## src/rtl/l2_pri_bank_arbiter_pkg.sv

```systemverilog
// Shared types and width helpers for the L2 private-bank arbiter and its
// round-robin selector.
package l2_arb_pkg;

  typedef enum logic {
    ARB    = 1'b0,
    LOCKED = 1'b1
  } arb_state_e;

  localparam int NB_MASTERS_DFLT = 4;
  localparam int LOCK_MAX_DFLT   = 8;

  // Index width for a given number of requesters (at least one bit)
  function automatic int idx_w_of(input int n);
    return (n > 1) ? $clog2(n) : 1;
  endfunction

  // Counter width able to hold the value lock_max itself
  function automatic int cnt_w_of(input int lock_max);
    return $clog2(lock_max + 1);
  endfunction

  localparam int IDX_W = idx_w_of(NB_MASTERS_DFLT);
  localparam int CNT_W = cnt_w_of(LOCK_MAX_DFLT);

endpackage

```

## src/rtl/l2_pri_bank_arbiter_rr_prio_select.sv

```systemverilog
// Find-first-set over a request vector, starting at a rotating pointer and
// searching upward with wrap-around. Purely combinational.
module rr_prio_select
  import l2_arb_pkg::*;
#(
  parameter int N  = 4,
  parameter int IW = 2
) (
  input  logic [N-1:0]  req_i,
  input  logic [IW-1:0] ptr_i,
  output logic          valid_o,
  output logic [IW-1:0] idx_o
);

  localparam int SW = IW + 1;

  // Walk the candidates ptr, ptr+1, ... (mod N); the first requester wins
  always_comb begin
    logic [SW-1:0] sum;
    logic [IW-1:0] cand;
    valid_o = 1'b0;
    idx_o   = '0;
    sum     = '0;
    cand    = '0;
    for (int i = 0; i < N; i++) begin
      sum = {1'b0, ptr_i} + SW'(i);
      if (sum >= SW'(N)) begin
        sum = sum - SW'(N);
      end else begin
        sum = sum;
      end
      cand = sum[IW-1:0];
      if (!valid_o && req_i[cand]) begin
        valid_o = 1'b1;
        idx_o   = cand;
      end else begin
        valid_o = valid_o;
      end
    end
  end

endmodule

```

## src/rtl/l2_pri_bank_arbiter.sv

```systemverilog
// Round-robin arbiter sharing one single-ported, 1-cycle-latency L2 private
// bank among NB_MASTERS requesters, with bounded per-master lock for atomic
// sequences. Grants are combinational; responses come back one cycle later.
module l2_pri_bank_arbiter
  import l2_arb_pkg::*;
#(
  parameter int NB_MASTERS = NB_MASTERS_DFLT,
  parameter int ADDR_WIDTH = 32,
  parameter int DATA_WIDTH = 32,
  parameter int LOCK_MAX   = LOCK_MAX_DFLT
) (
  input  logic                             clk_i,
  input  logic                             rst_i,
  input  logic [NB_MASTERS-1:0]            req_i,
  input  logic [NB_MASTERS-1:0]            lock_i,
  input  logic [NB_MASTERS*ADDR_WIDTH-1:0] add_i,
  input  logic [NB_MASTERS-1:0]            wen_i,
  input  logic [NB_MASTERS*DATA_WIDTH/8-1:0] be_i,
  input  logic [NB_MASTERS*DATA_WIDTH-1:0] wdata_i,
  output logic [NB_MASTERS-1:0]            gnt_o,
  output logic [NB_MASTERS-1:0]            r_valid_o,
  output logic [NB_MASTERS*DATA_WIDTH-1:0] r_rdata_o,
  output logic [NB_MASTERS-1:0]            r_opc_o,
  output logic                             mem_req_o,
  output logic [ADDR_WIDTH-1:0]            mem_add_o,
  output logic                             mem_wen_o,
  output logic [DATA_WIDTH/8-1:0]          mem_be_o,
  output logic [DATA_WIDTH-1:0]            mem_wdata_o,
  input  logic [DATA_WIDTH-1:0]            mem_rdata_i
);

  localparam int IW = idx_w_of(NB_MASTERS);
  localparam int CW = cnt_w_of(LOCK_MAX);
  localparam int BW = DATA_WIDTH / 8;
  localparam logic [CW-1:0] LOCK_MAX_C = CW'(LOCK_MAX);
  localparam logic [IW-1:0] LAST_IDX   = IW'(NB_MASTERS - 1);

  arb_state_e    state_q, state_d;
  logic [IW-1:0] owner_q, owner_d;
  logic [IW-1:0] ptr_q, ptr_d;
  logic [CW-1:0] cnt_q, cnt_d;
  logic          resp_vld_q, resp_vld_d;
  logic [IW-1:0] resp_sel_q, resp_sel_d;

  logic          sel_valid;
  logic [IW-1:0] sel_idx;
  logic          lock_cont;
  logic          win_valid;
  logic [IW-1:0] win_idx;

  rr_prio_select #(
    .N  (NB_MASTERS),
    .IW (IW)
  ) u_rr_prio_select (
    .req_i   (req_i),
    .ptr_i   (ptr_q),
    .valid_o (sel_valid),
    .idx_o   (sel_idx)
  );

  // Choose this cycle's winner: a live, unexpired lock beats round-robin
  always_comb begin
    lock_cont = 1'b0;
    win_valid = 1'b0;
    win_idx   = '0;
    if (rst_i) begin
      win_valid = 1'b0;
    end else if ((state_q == LOCKED) && req_i[owner_q] && (cnt_q < LOCK_MAX_C)) begin
      lock_cont = 1'b1;
      win_valid = 1'b1;
      win_idx   = owner_q;
    end else begin
      win_valid = sel_valid;
      win_idx   = sel_idx;
    end
  end

  // Next-state: lock bookkeeping, pointer rotation and response tracking
  always_comb begin
    state_d    = state_q;
    owner_d    = owner_q;
    cnt_d      = cnt_q;
    ptr_d      = ptr_q;
    resp_vld_d = win_valid;
    resp_sel_d = win_idx;
    if (lock_cont) begin
      // ptr already points past the owner, so it stays put
      if (lock_i[owner_q]) begin
        state_d = LOCKED;
        cnt_d   = cnt_q + CW'(1);
      end else begin
        state_d = ARB;
        cnt_d   = '0;
      end
    end else if (win_valid) begin
      ptr_d = (win_idx == LAST_IDX) ? '0 : win_idx + IW'(1);
      if (lock_i[win_idx]) begin
        state_d = LOCKED;
        owner_d = win_idx;
        cnt_d   = CW'(1);
      end else begin
        state_d = ARB;
        cnt_d   = '0;
      end
    end else begin
      // Nobody requesting: hold everything
      state_d = state_q;
    end
  end

  // Grant and bank request, muxed from the winner
  always_comb begin
    gnt_o       = '0;
    mem_req_o   = win_valid;
    mem_add_o   = add_i[int'(win_idx)*ADDR_WIDTH +: ADDR_WIDTH];
    mem_wen_o   = wen_i[win_idx];
    mem_be_o    = be_i[int'(win_idx)*BW +: BW];
    mem_wdata_o = wdata_i[int'(win_idx)*DATA_WIDTH +: DATA_WIDTH];
    if (win_valid) begin
      gnt_o[win_idx] = 1'b1;
    end else begin
      gnt_o = '0;
    end
  end

  // Route the bank response to the master granted in the previous cycle
  always_comb begin
    r_valid_o = '0;
    r_rdata_o = '0;
    if (resp_vld_q && !rst_i) begin
      r_valid_o[resp_sel_q]                                 = 1'b1;
      r_rdata_o[int'(resp_sel_q)*DATA_WIDTH +: DATA_WIDTH] = mem_rdata_i;
    end else begin
      r_valid_o = '0;
    end
  end

  assign r_opc_o = '0;

  // Arbitration state, pointer and response registers
  always_ff @(posedge clk_i) begin
    if (rst_i) begin
      state_q    <= ARB;
      owner_q    <= '0;
      cnt_q      <= '0;
      ptr_q      <= '0;
      resp_vld_q <= 1'b0;
      resp_sel_q <= '0;
    end else begin
      state_q    <= state_d;
      owner_q    <= owner_d;
      cnt_q      <= cnt_d;
      ptr_q      <= ptr_d;
      resp_vld_q <= resp_vld_d;
      resp_sel_q <= resp_sel_d;
    end
  end

endmodule

```

## config.mk

```make
export PLATFORM = sky130hd
export DESIGN_NAME = l2_pri_bank_arbiter
export DESIGN_NICKNAME = d
export VERILOG_FILES = /design/src/rtl/l2_pri_bank_arbiter_pkg.sv /design/src/rtl/l2_pri_bank_arbiter_rr_prio_select.sv /design/src/rtl/l2_pri_bank_arbiter.sv
export SDC_FILE = /design/constraint.sdc
export NUM_CORES = 1
export LEC_CHECK = 0
export CAP_MARGIN = 40
export CORE_AREA = 2 2 207 209
export CTS_CLUSTER_DIAMETER = 60
export DETAILED_ROUTE_END_ITERATION = 12
export DIE_AREA = 0 0 209 211
export HOLD_SLACK_MARGIN = 0.05
export PLACE_DENSITY = 0.49
export RECOVER_POWER = 50
export SETUP_SLACK_MARGIN = 0.15
export SLEW_MARGIN = 20
export SYNTH_ARGS = -nofsm -noshare
export SYNTH_HDL_FRONTEND = slang
export SYNTH_SLANG_ARGS = --single-unit
```

## constraint.sdc

```tcl
create_clock -name clk_i -period 3.2 [get_ports clk_i]
set_clock_uncertainty 0.05 [all_clocks]
set_input_delay 0.64 -clock clk_i [delete_from_list [all_inputs] [get_ports clk_i]]
set_output_delay 0.64 -clock clk_i [all_outputs]
set_load 0.01 [all_outputs]
```

# Word level (Yosys, flattened, before mapping)
# Index checks and enable logic that the tools add are counted.
# op_classes
order_cmp,14
muxes,50
n_shift,5
eq_ne,1
n_addsub,10
bitwise_logic,2
n_reduce_logical,15
# op_table
cell,n
128-bit by 8-bit variable part select with 32-bit output,2
128-bit AND,1
128-bit 2-to-1 mux,1
32-bit by 33-bit variable shift with 128-bit output (first input constant),1
32-bit by 33-bit variable part select with 128-bit output,1
7-bit negation with 33-bit output,1
1-bit 2-to-1 mux,23
2-bit 2-to-1 mux,11
2-bit by 3-bit < comparator with 1-bit output (second input constant),7
4-bit 2-to-1 mux,5
1-bit binary-select mux with 2-bit select,8
16-bit by 5-bit variable part select with 4-bit output,1
3-bit >= comparator (second input constant),3
1-bit logical AND,8
2-bit by 1-bit subtractor with 2-bit output (second input constant),4
2-bit by 2-bit adder with 3-bit output (second input constant),2
4-bit by 1-bit adder with 4-bit output (second input constant),1
1-bit demux with 2-bit select,2
2-bit by 1-bit >= comparator with 1-bit output (second input constant),2
1-bit zero test,4
4-bit < comparator (second input constant),1
2-bit by 1-bit adder with 3-bit output (second input constant),1
2-bit by 3-bit >= comparator with 1-bit output (second input constant),1
3-bit AND reduction,1
5 further kinds,5
# word_totals
input_bits,318
elab_cells,103
reg_bits,12
output_inout_bits,210

# Longest topological paths before layout
# depth
depth_word,21
ltp_mapped,12
ltp_nobuf,8

# Modules after synthesis
# Synthesis repeated with hierarchy kept, for this count alone.
# unflattened
cells_unflattened,719
area_unflattened_um2,3930.0
# by_module_without_submodules
module,area_per_inst_um2,instances,cells_per_inst,seq_area_each_um2
l2_pri_bank_arbiter,3852.4,1,704,240.2
rr_prio_select,77.6,1,15,0.0

# Least setup slack after synthesis
# Ideal clock, no wire load.
# synth_timing
path_type,input port to output port
startpoint,in rst_i
endpoint,out gnt_o[0]
arrival_ns,2.349
path_stages,9
path_slack_ns,0.161
path_cell_list,clkbuf_1 nor2_1 nand2b_2 o21ai_1 buf_2 inv_2 buf_2 ha_1 and2_1
# synth_lines
item,line,source
start: declaration,l2_pri_bank_arbiter.sv:13,"input logic rst_i,"
1-bit 2-to-1 mux,l2_pri_bank_arbiter.sv:66,if (rst_i) begin
named net mem_req_o,l2_pri_bank_arbiter.sv:24,"output logic mem_req_o,"
4-bit 2-to-1 mux,l2_pri_bank_arbiter.sv:119,if (win_valid) begin
end: declaration,l2_pri_bank_arbiter.sv:20,"output logic [NB_MASTERS-1:0] gnt_o,"
# The timed path passes the listed nets, and every way through them passes these cells.

# Worst setup path after layout
# layout_timing
startpoint,in req_i[0]
endpoint,out mem_wen_o
# layout_via
elab_chain_cells,16
# layout_rtl
item,line,source
start: declaration,l2_pri_bank_arbiter.sv:14,"input logic [NB_MASTERS-1:0] req_i,"
1-bit binary-select mux with 2-bit select,l2_pri_bank_arbiter_rr_prio_select.sv:33,if (!valid_o && req_i[cand]) begin
1-bit 2-to-1 mux (not written as such),l2_pri_bank_arbiter_rr_prio_select.sv:33,
1-bit 2-to-1 mux,l2_pri_bank_arbiter_rr_prio_select.sv:33,
1-bit zero test,l2_pri_bank_arbiter_rr_prio_select.sv:33,
1-bit logical AND,l2_pri_bank_arbiter_rr_prio_select.sv:33,
1-bit 2-to-1 mux,l2_pri_bank_arbiter_rr_prio_select.sv:33,
1-bit zero test,l2_pri_bank_arbiter_rr_prio_select.sv:33,
1-bit logical AND,l2_pri_bank_arbiter_rr_prio_select.sv:33,
1-bit 2-to-1 mux,l2_pri_bank_arbiter_rr_prio_select.sv:33,
1-bit zero test,l2_pri_bank_arbiter_rr_prio_select.sv:33,
1-bit logical AND,l2_pri_bank_arbiter_rr_prio_select.sv:33,
2-bit 2-to-1 mux,l2_pri_bank_arbiter_rr_prio_select.sv:33,
2-bit 2-to-1 mux (*),l2_pri_bank_arbiter.sv:68,end else if ((state_q == LOCKED) && req_i[owner_q] && (cnt_q < LOCK_MAX_C)) begin
2-bit 2-to-1 mux (*),l2_pri_bank_arbiter.sv:66,
1-bit binary-select mux with 2-bit select (*),l2_pri_bank_arbiter.sv:116,mem_wen_o = wen_i[win_idx];
1-bit 2-to-1 mux (not written as such) (*),l2_pri_bank_arbiter.sv:116,
end: declaration,l2_pri_bank_arbiter.sv:26,"output logic mem_wen_o,"
# Every way passes the cells marked *; elsewhere a longest branch is shown, timed or not. The select of a mux whose other input is x is not followed.

==> impl_metrics.tcl <==
set metrics [dict create \
    run_status "complete, but fails checks" \
    failing_checks "negative setup slack" \
    drt-vias-per-instance 4.024 \
    number_of_clock_buffers_inserted_by_tritoncts 3 \
    arrival_ns 2.57 \
    floorplan.die.width_um 209 \
    worstHoldPathType "register to register" \
    vdd_ir_drop_max_mv 0.1315 \
    num-fill-cells 4506 \
    globalplace.congestion 0.9228 \
    synth_ff_type "dfxtp_1" \
    num_vias 7589 \
    postLayoutCoreUtil 0.3067 \
    synth_top_area_cell "nand2_1" \
    layout_setup_ws_ns -0.05522 \
    setup.worst_path.class "input pin to primary output" \
    startpoint_type "input pin" \
    num-nets-final 1677 \
    critical_path.slowest_cell "or2_4" \
    wl_mm 34.87 \
    pwr_density_cell_mw_per_mm2 272.2 \
    place.port_buffers 523 \
    finalInstanceArea_mm2 0.01281 \
    synth-edff-count 0 \
    worst-endpoint-required_ns 2.51 \
    top_level_ports 528 \
    drv_cap 0 \
    postSynthCellCount 713 \
    timing.fmax_mhz 307.2 \
    place_hpwl_mm 24.64 \
    clk_path_buf_depth 2 \
    totalPowerFinal_mw 3.486 \
    area_delta_synth_final_pct 223.4 \
    mappedNetlistArea_mm2 0.003960 \
    layout_worst_path_cycle_share 1.017 \
    worst_path_most_repeated_cell "buf_6" \
    yosysSeqAreaShare 0.06066 \
    detail-route-antenna-nets 0 \
    clock_tree.htree_level_count 1 \
    hold_violations 0 \
    die_height_um 211 \
    netlist_top_cells_area "nand2_1 27%, and2_1 21%, and3_1 11%" \
    globalRoute.totalOverflow 0 \
    row_count 75 \
    floorplan.die_area_mm2 0.04410 \
    finalSetupViolCount 29 \
    maximum_number_of_pins_on_one_net_before_global_route_repair 37 \
    initial_utilization 0.09483 \
    yosys.cell_types.count 42 \
    slew_viol_final 0 \
    cp_slowest_stage_delay_ns 0.35 \
    rsz_0062_raised_after_global_routing "yes" \
    fraction_of_final_layout_cells_with_drive_strength_greater_than_1 0.3636 \
    synth-seq-cells 12 \
    static-leakage-power_nw 5.693 \
    placed_area_mm2 0.01036 \
    cts.sinks 12 \
    post_drt_wl_per_cell_um 18.49 \
    drcViolationCount 0 \
    clockRootBuffer "clkbuf_16" \
    kind_of_end_point_of_the_critical_path "primary output" \
    core_area_mm2 0.04176 \
    timing.critical_path.fanout_max 7 \
    grt_pass1_vias 7778 \
    clk-insertion-delay-late_ns 0.24 \
    synth-async-reset-ratio 0 \
    synth.top_cell.area_share 0.2720 \
    fin_crit_ns 3.255 \
    dr.pass1.iters 4 \
    grt_antenna_before_repair 3 \
    clkSlewWorstSetupHoldPaths_ns 0.04 \
    syn_area_per_cell_um2 5.554 \
    holdBufCountCts 0 \
    cts_tree "built" \
    grtUsageTotal 0.1403 \
    yosys_warnings 0 \
    grt_first_pass_wirelength_mm 46.82 \
    placement.setup.worst_slack_ns -0.9218 \
    path_cells "buf_8 > buf_6 > nand2b_4 > a21oi_2 > o32a_1 > or2_4 > clkinv_8 > buf_16 > buf_6 > nand2_2 > and3_4 > a31oi_4 > buf_6 > buf_6" \
    drt_iter0_markers 207 \
]
synth_stat cells, types with 2 or more instances:
cell and number:
nand3_1 4, clkbuf_1 32, mux2i_1 5, and2_1 136
inv_1 7, and3_1 70, nor2b_1 5, and4_1 2
buf_2 19, buf_4 5, nor2_1 7, dfxtp_1 12
buf_6 7, ha_1 12, o21ai_0 5, a31oi_1 69
nand2_1 287, a21oi_1 5
kinds of logic after synthesis:
logic type | after synthesis | synth area share
buf+inv | 73 | 0.09447
other cells | 1 | 0.0009470
simple gates | 519 | 0.6404
compound gates | 90 | 0.1472
fa+ha+maj | 12 | 0.03791
flops | 12 | 0.06066
mux | 6 | 0.01833
metrics by stage:
stage / TNS, ns / std cells / hold slack, ns
final: -0.5931 / 1886 / 0.4195
after global routing: -3.995 / 1886 / 0.4647
after CTS: -1.889 / 1855 / 0.4205
after detailed placement: -95.30 / 1799 / 0.4143
after global placement: -97.72 / 1799 / 0.4065
after floorplan: 0 / 716 / 0.3904
sequential cells by signal, indices dropped and copies added, names as in the netlist:
| register | cells |
|---|---|
| cnt_q | 4 |
| ptr_q | 2 |
| owner_q | 2 |
| resp_vld_q | 1 |
| state_q | 1 |
| resp_sel_q | 2 |
metal layers:
| metal | part of all wire | up-vias | GRT usage | wire length [um] |
|---|---|---|---|---|
| met5 | 0 | - | 0 | 0 |
| met3 | 0.064 | 57 | 0.02765 | 2232 |
| met4 | 0.044 | 0 | 0.06478 | 1532 |
| met1 | 0.35 | 3492 | 0.1343 | 12160 |
| li1 | - | 3639 | - | - |
| met2 | 0.54 | 401 | 0.2847 | 18940 |
final timing paths:
path              cells after the start        from    endpoint  slack, ns
setup / recovery                     14    req_i[0]   mem_wen_o      -0.06
hold / removal                        2    cnt_q[1]    cnt_q[1]       0.42
setup reg to reg                     13  owner_q[1]  owner_q[0]       0.30
hold reg to reg                       2    cnt_q[1]    cnt_q[1]       0.42
final cells by class:
| cell class | count | area (um^2) | share of cell area |
|---|---|---|---|
| Timing Repair inverter | 3 | 48.80 | 0.003810 |
| Inverter | 9 | 51.30 | 0.004005 |
| Clock buffer | 3 | 75.07 | 0.005861 |
| Antenna cell | 2 | 5.005 | 0.0003907 |
| Tap cell | 539 | 674.4 | 0.05265 |
| Multi-Input combinational cell | 631 | 4488 | 0.3504 |
| Timing Repair Buffer | 687 | 7223 | 0.5639 |
| Sequential cell | 12 | 242.7 | 0.01895 |
worst max-delay path: cells and delay by family:
family	cells	cell delay, ns
AO/OA/AOI/OAI	3	0.52
AND/OR/NAND/NOR	4	0.59
buffers and inverters	7	0.80
placed cells by master, fill, tap and decap left out, types with 3 or more instances in the layout:
cell type and n:
clkinv_8 4, inv_1 5, nand2_2 52, ha_4 3
conb_1 4, clkdlybuf4s50_1 316, clkdlybuf4s15_2 25, and2_1 124
nand2_1 215, nor2b_1 3, and3_4 59, buf_8 16
clkbuf_2 5, nor2_1 4, a31oi_1 46, a31oi_4 22
o21ai_0 4, mux2i_1 3, buf_2 54, dlygate4sd2_1 75
buf_4 66, clkdlybuf4s15_1 13, buf_12 28, a21oi_1 4
buf_6 62, nand2_4 20, nand3_1 3, ha_1 8
clkbuf_16 12, buf_16 16, and3_1 11, dfxtp_1 10
and2_4 12
power by group:
part / leakage, nW / total (mW) / internal, mW / switching, mW
Sequential: 0.0997 / 0.187 / 0.170 / 0.0173
Clock: 0.0370 / 0.230 / 0.163 / 0.0668
Combinational: 5.56 / 3.07 / 1.74 / 1.33
Total: 5.69 / 3.49 / 2.07 / 1.42
timing repair:
action,CTS,global route
pin swaps,77,72
gates resized for setup,692,228
buffers inserted,36,19
setup endpoints to repair,207,174
cloned,17,10
No activity file was read; power rests on OpenSTA's default activity.
